<file path="src/rtl/ifu_fetch_ctrl_pkg.sv">
// rtl/ifu_fetch_ctrl_pkg.sv - shared fetch state encodings and reset PC
package ifu_fetch_ctrl_pkg;

  typedef enum logic [1:0] {
    FETCH_ST_IDLE = 2'd0,
    FETCH_ST_REQ  = 2'd1,
    FETCH_ST_WAIT = 2'd2,
    FETCH_ST_HOLD = 2'd3
  } fetch_state_e;

  localparam logic [31:0] RESET_PC_DEFAULT = 32'hbfc00000;

endpackage

</file>
<file path="src/rtl/ifu_fetch_ctrl_if.sv">
// rtl/ifu_fetch_ctrl_if.sv - SRAM-like instruction bus between fetch engine and memory
interface ifu_fetch_ctrl_if;
  logic        inst_req;
  logic [31:0] inst_addr;
  logic        inst_addr_ok;
  logic        inst_data_ok;
  logic [31:0] inst_rdata_1;
  logic [31:0] inst_rdata_2;

  modport master (
    output inst_req, inst_addr,
    input  inst_addr_ok, inst_data_ok, inst_rdata_1, inst_rdata_2
  );

  modport slave (
    input  inst_req, inst_addr,
    output inst_addr_ok, inst_data_ok, inst_rdata_1, inst_rdata_2
  );
endinterface

</file>
<file path="src/rtl/ifu_fetch_ctrl_hold_buf.sv">
// rtl/ifu_fetch_ctrl_hold_buf.sv - one-entry {pc, inst1, inst2} buffer for stalled deliveries
module ifu_fetch_ctrl_hold_buf (
  input  logic        clk,
  input  logic        rst,
  input  logic        capture,
  input  logic        clear,
  input  logic [31:0] pc_in,
  input  logic [31:0] inst_1_in,
  input  logic [31:0] inst_2_in,
  output logic        valid,
  output logic [31:0] pc,
  output logic [31:0] inst_1,
  output logic [31:0] inst_2
);

  always_ff @(posedge clk) begin
    if (rst) begin
      valid  <= 1'b0;
      pc     <= '0;
      inst_1 <= '0;
      inst_2 <= '0;
    end else if (capture) begin
      valid  <= 1'b1;
      pc     <= pc_in;
      inst_1 <= inst_1_in;
      inst_2 <= inst_2_in;
    end else if (clear) begin
      valid <= 1'b0;
    end
  end

endmodule

</file>
<file path="src/rtl/ifu_fetch_ctrl.sv">
// rtl/ifu_fetch_ctrl.sv - fetch PC owner and single-outstanding instruction bus requester
module ifu_fetch_ctrl
  import ifu_fetch_ctrl_pkg::*;
#(
  parameter logic [31:0] RESET_PC = RESET_PC_DEFAULT
) (
  input  logic                    clk,
  input  logic                    rst,
  input  logic [31:0]             next_pc,
  input  logic                    flush_req,
  input  logic                    exception_pc_ena,
  input  logic                    stall,
  ifu_fetch_ctrl_if.master        bus,
  output logic [31:0]             pc,
  output logic                    inst_rdata_1_ok,
  output logic                    inst_rdata_2_ok,
  output logic [31:0]             fetch_pc,
  output logic [31:0]             fetch_inst_1,
  output logic [31:0]             fetch_inst_2,
  output logic                    fetch_adel
);

  fetch_state_e state, state_nxt;
  logic [31:0]  pc_q;
  logic         cancel_q;

  logic redirect, misaligned;
  logic pc_load, cancel_set, cancel_clr;
  logic hold_capture, hold_clear, hold_valid;
  logic deliver_bus, deliver_hold, deliver_adel;
  logic [31:0] hold_pc, hold_inst_1, hold_inst_2;

  assign redirect   = flush_req | exception_pc_ena;
  assign misaligned = |pc_q[1:0];

  always_ff @(posedge clk) begin
    if (rst) begin
      state    <= FETCH_ST_IDLE;
      pc_q     <= RESET_PC;
      cancel_q <= 1'b0;
    end else begin
      state <= state_nxt;
      if (pc_load) pc_q <= next_pc;
      if (cancel_set) cancel_q <= 1'b1;
      else if (cancel_clr) cancel_q <= 1'b0;
    end
  end

  always_comb begin
    state_nxt    = state;
    pc_load      = 1'b0;
    cancel_set   = 1'b0;
    cancel_clr   = 1'b0;
    hold_capture = 1'b0;
    hold_clear   = 1'b0;
    deliver_bus  = 1'b0;
    deliver_hold = 1'b0;
    deliver_adel = 1'b0;
    bus.inst_req = 1'b0;
    case (state)
      FETCH_ST_IDLE: begin
        state_nxt = FETCH_ST_REQ;
        pc_load   = redirect;
      end
      FETCH_ST_REQ: begin
        if (misaligned) begin
          // Misaligned PC never reaches the bus; it retires as an ADEL slot.
          if (redirect) begin
            pc_load = 1'b1;
          end else if (!stall) begin
            deliver_adel = 1'b1;
            pc_load      = 1'b1;
          end
        end else begin
          bus.inst_req = 1'b1;
          if (bus.inst_addr_ok) begin
            state_nxt = FETCH_ST_WAIT;
            if (redirect) begin
              pc_load    = 1'b1;
              cancel_set = 1'b1;
            end
          end else if (redirect) begin
            pc_load = 1'b1;
          end
        end
      end
      FETCH_ST_WAIT: begin
        if (bus.inst_data_ok) begin
          state_nxt = FETCH_ST_REQ;
          if (cancel_q) begin
            cancel_clr = 1'b1;
            pc_load    = redirect;
          end else if (redirect) begin
            pc_load = 1'b1;
          end else if (!stall) begin
            deliver_bus = 1'b1;
            pc_load     = 1'b1;
          end else begin
            hold_capture = 1'b1;
            state_nxt    = FETCH_ST_HOLD;
          end
        end else if (redirect) begin
          cancel_set = 1'b1;
          pc_load    = 1'b1;
        end
      end
      FETCH_ST_HOLD: begin
        if (redirect) begin
          hold_clear = 1'b1;
          pc_load    = 1'b1;
          state_nxt  = FETCH_ST_REQ;
        end else if (!stall && hold_valid) begin
          deliver_hold = 1'b1;
          hold_clear   = 1'b1;
          pc_load      = 1'b1;
          state_nxt    = FETCH_ST_REQ;
        end
      end
      default: state_nxt = FETCH_ST_IDLE;
    endcase
  end

  ifu_fetch_ctrl_hold_buf u_hold_buf (
    .clk       (clk),
    .rst       (rst),
    .capture   (hold_capture),
    .clear     (hold_clear),
    .pc_in     (pc_q),
    .inst_1_in (bus.inst_rdata_1),
    .inst_2_in (bus.inst_rdata_2),
    .valid     (hold_valid),
    .pc        (hold_pc),
    .inst_1    (hold_inst_1),
    .inst_2    (hold_inst_2)
  );

  assign bus.inst_addr   = pc_q;
  assign pc              = pc_q;
  assign inst_rdata_1_ok = deliver_bus | deliver_hold | deliver_adel;
  assign inst_rdata_2_ok = (deliver_bus & ~pc_q[2]) | (deliver_hold & ~hold_pc[2]);
  assign fetch_adel      = deliver_adel;
  assign fetch_pc        = deliver_hold ? hold_pc :
                           (deliver_bus | deliver_adel) ? pc_q : 32'd0;
  assign fetch_inst_1    = deliver_hold ? hold_inst_1 :
                           deliver_bus ? bus.inst_rdata_1 : 32'd0;
  assign fetch_inst_2    = deliver_hold ? hold_inst_2 :
                           deliver_bus ? bus.inst_rdata_2 : 32'd0;

endmodule

</file>
<file path="src/flat_wrapper.sv">
// flat-port wrapper written by rule: the top's interface ports become plain ports
module ifu_fetch_ctrl_flat import ifu_fetch_ctrl_pkg::*;
#(
  parameter logic [31:0] RESET_PC = RESET_PC_DEFAULT
)
  (clk, rst, next_pc, flush_req, exception_pc_ena, stall, pc, inst_rdata_1_ok, inst_rdata_2_ok, fetch_pc, fetch_inst_1, fetch_inst_2, fetch_adel, bus_inst_req, bus_inst_addr, bus_inst_addr_ok, bus_inst_data_ok, bus_inst_rdata_1, bus_inst_rdata_2);
  ifu_fetch_ctrl_if bus_i ();
  input  logic clk;
  input  logic rst;
  input  logic [31:0] next_pc;
  input  logic flush_req;
  input  logic exception_pc_ena;
  input  logic stall;
  output logic [31:0] pc;
  output logic inst_rdata_1_ok;
  output logic inst_rdata_2_ok;
  output logic [31:0] fetch_pc;
  output logic [31:0] fetch_inst_1;
  output logic [31:0] fetch_inst_2;
  output logic fetch_adel;
  output wire logic [$bits(bus_i.inst_req)-1:0] bus_inst_req;
  output wire logic [$bits(bus_i.inst_addr)-1:0] bus_inst_addr;
  input wire logic [$bits(bus_i.inst_addr_ok)-1:0] bus_inst_addr_ok;
  input wire logic [$bits(bus_i.inst_data_ok)-1:0] bus_inst_data_ok;
  input wire logic [$bits(bus_i.inst_rdata_1)-1:0] bus_inst_rdata_1;
  input wire logic [$bits(bus_i.inst_rdata_2)-1:0] bus_inst_rdata_2;
  assign bus_inst_req = bus_i.inst_req;
  assign bus_inst_addr = bus_i.inst_addr;
  assign bus_i.inst_addr_ok = bus_inst_addr_ok;
  assign bus_i.inst_data_ok = bus_inst_data_ok;
  assign bus_i.inst_rdata_1 = bus_inst_rdata_1;
  assign bus_i.inst_rdata_2 = bus_inst_rdata_2;
  ifu_fetch_ctrl #(.RESET_PC(RESET_PC)) u_core (.clk(clk), .rst(rst), .next_pc(next_pc), .flush_req(flush_req), .exception_pc_ena(exception_pc_ena), .stall(stall), .bus(bus_i), .pc(pc), .inst_rdata_1_ok(inst_rdata_1_ok), .inst_rdata_2_ok(inst_rdata_2_ok), .fetch_pc(fetch_pc), .fetch_inst_1(fetch_inst_1), .fetch_inst_2(fetch_inst_2), .fetch_adel(fetch_adel));
endmodule
</file>
<file path="config.mk">
export PLATFORM = sky130hd
export DESIGN_NAME = ifu_fetch_ctrl_flat
export DESIGN_NICKNAME = d
export VERILOG_FILES = /design/src/rtl/ifu_fetch_ctrl_pkg.sv /design/src/rtl/ifu_fetch_ctrl_if.sv /design/src/rtl/ifu_fetch_ctrl_hold_buf.sv /design/src/rtl/ifu_fetch_ctrl.sv /design/src/flat_wrapper.sv
export SDC_FILE = /design/constraint.sdc
export NUM_CORES = 1
export LEC_CHECK = 0
export BUFFER_PORTS_ARGS = -buffer_cell sky130_fd_sc_hd__buf_2
export CAP_MARGIN = 0
export CORE_ASPECT_RATIO = 2
export CORE_MARGIN = 5
export CORE_UTILIZATION = 45
export CTS_CLUSTER_SIZE = 8
export DETAILED_ROUTE_END_ITERATION = 8
export GPL_ROUTABILITY_DRIVEN = 0
export PLACE_DENSITY = 0.81
export SLEW_MARGIN = 15
export SYNTH_ARGS = -nofsm -noshare
export SYNTH_HDL_FRONTEND = slang
export SYNTH_SLANG_ARGS = --single-unit
</file>
<file path="constraint.sdc">
create_clock -name clk -period 7.4 [get_ports clk]
set_input_delay 1.48 -clock clk [delete_from_list [all_inputs] [get_ports clk]]
set_output_delay 1.48 -clock clk [all_outputs]
set_load 0.02 [all_outputs]
</file>
==> impl_metrics.toml <==
[sta]
setup_viol = 0
relSlewSlack_pct = 28.61
rsz0062_at_grt = "no"
fin_skew_ns = 0.01255
fin_crit_ns = 5.323
hold_viol = 0
fmax_mhz = 187.9
totalNegativeSetupSlack_ns = 0
fin_crit_sh_pct = 71.93
slew_viol_final = 0
worst_pin_slew_ns = 1.071

[synthesis]
synth_xor_area_share_pct = 0
synth.area.mux_share_pct = 5.026
syn_area_per_cell_sq_um = 8.397
synth_seq_cells = 132
synth_seq_area_share_pct = 41.46
syn-cell-area_sq_um = 6374
synthAdderAreaFrac_pct = 0.9815
yosys-top-cells-area = "dfxtp_1 (41%), nand2_1 (12%), a22o_1 (9.1%)"
synth_cell_types = 37
synth_cells = 759
synth_warnings = 0
synth_top_area_share_pct = 41.46
syn_nets = 867
synth-compound-area-share_pct = 23.22
synth_top_family_by_area = "compound AO/OA/AOI/OAI gates"
yosys.area_share.simple_pct = 19.98
synth_area_leader_cell = "dfxtp_1"

[power]
p_leak_nw = 3.548
power.density_nw_per_um2 = 240.2
ir_worst_vdd_uv = 167.9

[die]
dieWidth_microns = 94.16
rows = 61
ios = 267
core-area_sq_um = 13890
initial_core_util_pct = 45.88
die-area_sq_um = 16790
fp.dieH_microns = 178.3

[global_route]
antenna_found_initial = 0
grt-ovfl-total = 0
first_global_vias = 5660
grt_pass1_wl_mm = 27.79
grt_max_degree = 98
grt_usage_pct = 20.65

[drt]
via_per_inst = 5.198
vias = 6014
drt_iter0_markers = 274
wl_per_cell_microns = 15.54
drt.antenna.violating_nets = 0
firstDrtPassIters = 4
drc = 0
wl_mm = 17.98

[cts]
cts_tree = "done"
cts.clk_slew.worst_paths_ns = 0.05
cts_root_buf = "clkbuf_16"
cts_hold_buf = 0
clk_latency_ns = 0.40
cts.path.max_buffers = 2
numClockSinks = 132
cts_resized = 0
htree_num_levels = 4
post_cts_buffers = 0
numCtsBuffers = 17

[finish]
seq_area_sq_um = 2643
syn_to_final_growth_pct = 25.76
fill_cells = 1304
fin_nets = 1063
layout-drive-gt1-share_pct = 35.02
diodes = 0
multiInputGateArea_sq_um = 3147
final_util_pct = 57.70

[setup_path]
start_kind = "input pin"
arrival_ns = 3.84
path_max_fanout = 31
required_ns = 5.92
critPathCaptureType = "output pin"
path_class = "in2out"

[flow_run]
cap_violations = 0

[place]
dpl.hpwl_mm = 12.37
port_buffers = 266

[status]
status = "finished clean"

[worst_hold_path]
hp-class = "reg2reg"
==> power by group <==
part	total, mW	internal (mW)	switching, mW
Combinational	0.321	0.123	0.197
Clock	0.814	0.505	0.309
Sequential	0.790	0.745	0.0455
==> layout make-up <==
| type | instances | area share (%) |
|---|---|---|
| tap | 189 | 2.950 |
| timing repair buffer | 271 | 17.36 |
| clock buffer | 20 | 5.573 |
| sequential | 132 | 32.97 |
| multi-input combinational | 528 | 39.26 |
| clock inverter | 12 | 1.655 |
| inverter | 5 | 0.2342 |
==> final timing paths <==
kind | end | cells past startpoint | slack (ns) | from
min reg2reg | u_core.u_hold_buf.inst_2[27] | 2 | 0.45 | u_core.u_hold_buf.inst_2[27]
min | u_core.u_hold_buf.inst_2[27] | 2 | 0.45 | u_core.u_hold_buf.inst_2[27]
max | fetch_pc[26] | 6 | 2.08 | exception_pc_ena
max reg2reg | u_core.bus.inst_addr[26] | 6 | 4.97 | u_core.state[0]
==> flip-flops by register name, summed over array words and instances, names as in the netlist <==
register and flops:
u_core.bus.inst_addr 32, u_core.cancel_q 1, u_core.state 2, u_core.u_hold_buf.inst_1 32, u_core.u_hold_buf.inst_2 32, u_core.u_hold_buf.pc 32
u_core.u_hold_buf.valid 1
==> kinds of logic (layout without fill, tap and decap cells) <==
logic type | Yosys count | in the layout
flip-flops | 132 | 132
adder cells (fa/ha/maj) | 5 | 5
buffers and inverters | 99 | 308
multiplexers | 32 | 32
AO/OA/AOI/OAI | 206 | 206
AND/OR/NAND/NOR | 285 | 285
==> metal layers <==
layer  vias to the layer above  track usage [%]  share of wire (%)
li1                       2968                -                  -
met1                      2811            22.85                 38
met2                       198            37.22                 54
met3                        37            3.926                5.2
met4                         0            9.765                3.3
met5                         -                0                  0
==> metrics by stage <==
| stage | hold WS (ns) | instance area, sq um | total power, mW | instances | setup slack, ns |
|---|---|---|---|---|---|
| floorplan | 0.4359 | 6374 | 1.042 | 759 | 2.845 |
| global placement | 0.4413 | 7421 | 1.123 | 1124 | 2.155 |
| detailed placement | 0.4467 | 7421 | 1.128 | 1124 | 2.068 |
| CTS | 0.4542 | 8000 | 1.946 | 1156 | 2.058 |
| global route | 0.4705 | 8015 | 2.002 | 1157 | 1.960 |
| finish | 0.4521 | 8015 | 1.925 | 1157 | 2.077 |
==> layout by cell type (no fill, tap or decap), types with 3 or more instances in the layout <==
cell type and n:
a21oi_1 99, a22o_1 66, a22o_2 29, buf_2 265
buf_4 4, clkbuf_16 17, clkinv_2 3, clkinv_4 4
clkinvlp_4 3, dfxtp_1 132, ha_1 5, inv_1 5
mux2i_1 32, nand2_1 199, nand2b_1 47, nor2_1 23
o21ai_0 3
==> worst max-delay path, stage by stage <==
cell and delay [ns]:
buf_2 0.10, or2_1 0.40, or4_4 0.62, a21oi_4 0.76, a22o_2 0.29, buf_2 0.16
==> synth_stat cells <==
master / n
nor2b_1: 2
buf_2: 10
and2_1: 2
nand3_1: 1
inv_1: 5
nor4b_1: 1
a211o_1: 1
a311oi_1: 1
buf_1: 1
o22ai_1: 1
a21oi_4: 1
nor3_2: 1
a221oi_4: 1
or3b_2: 1
o21ai_0: 3
a32oi_1: 1
mux2i_1: 32
nor2_1: 23
or4_1: 2
buf_6: 10
nand2b_1: 47
ha_1: 5
nor4_1: 1
a22o_2: 29
a22o_1: 66
clkbuf_1: 37
nor2_8: 1
dfxtp_1: 132
a31o_2: 1
or4_4: 1
or2_1: 1
nor4_4: 1
buf_4: 36
and3b_1: 1
a21oi_1: 99
nand2_1: 199
o2111ai_1: 2
No activity file was read; power rests on OpenSTA's default activity.
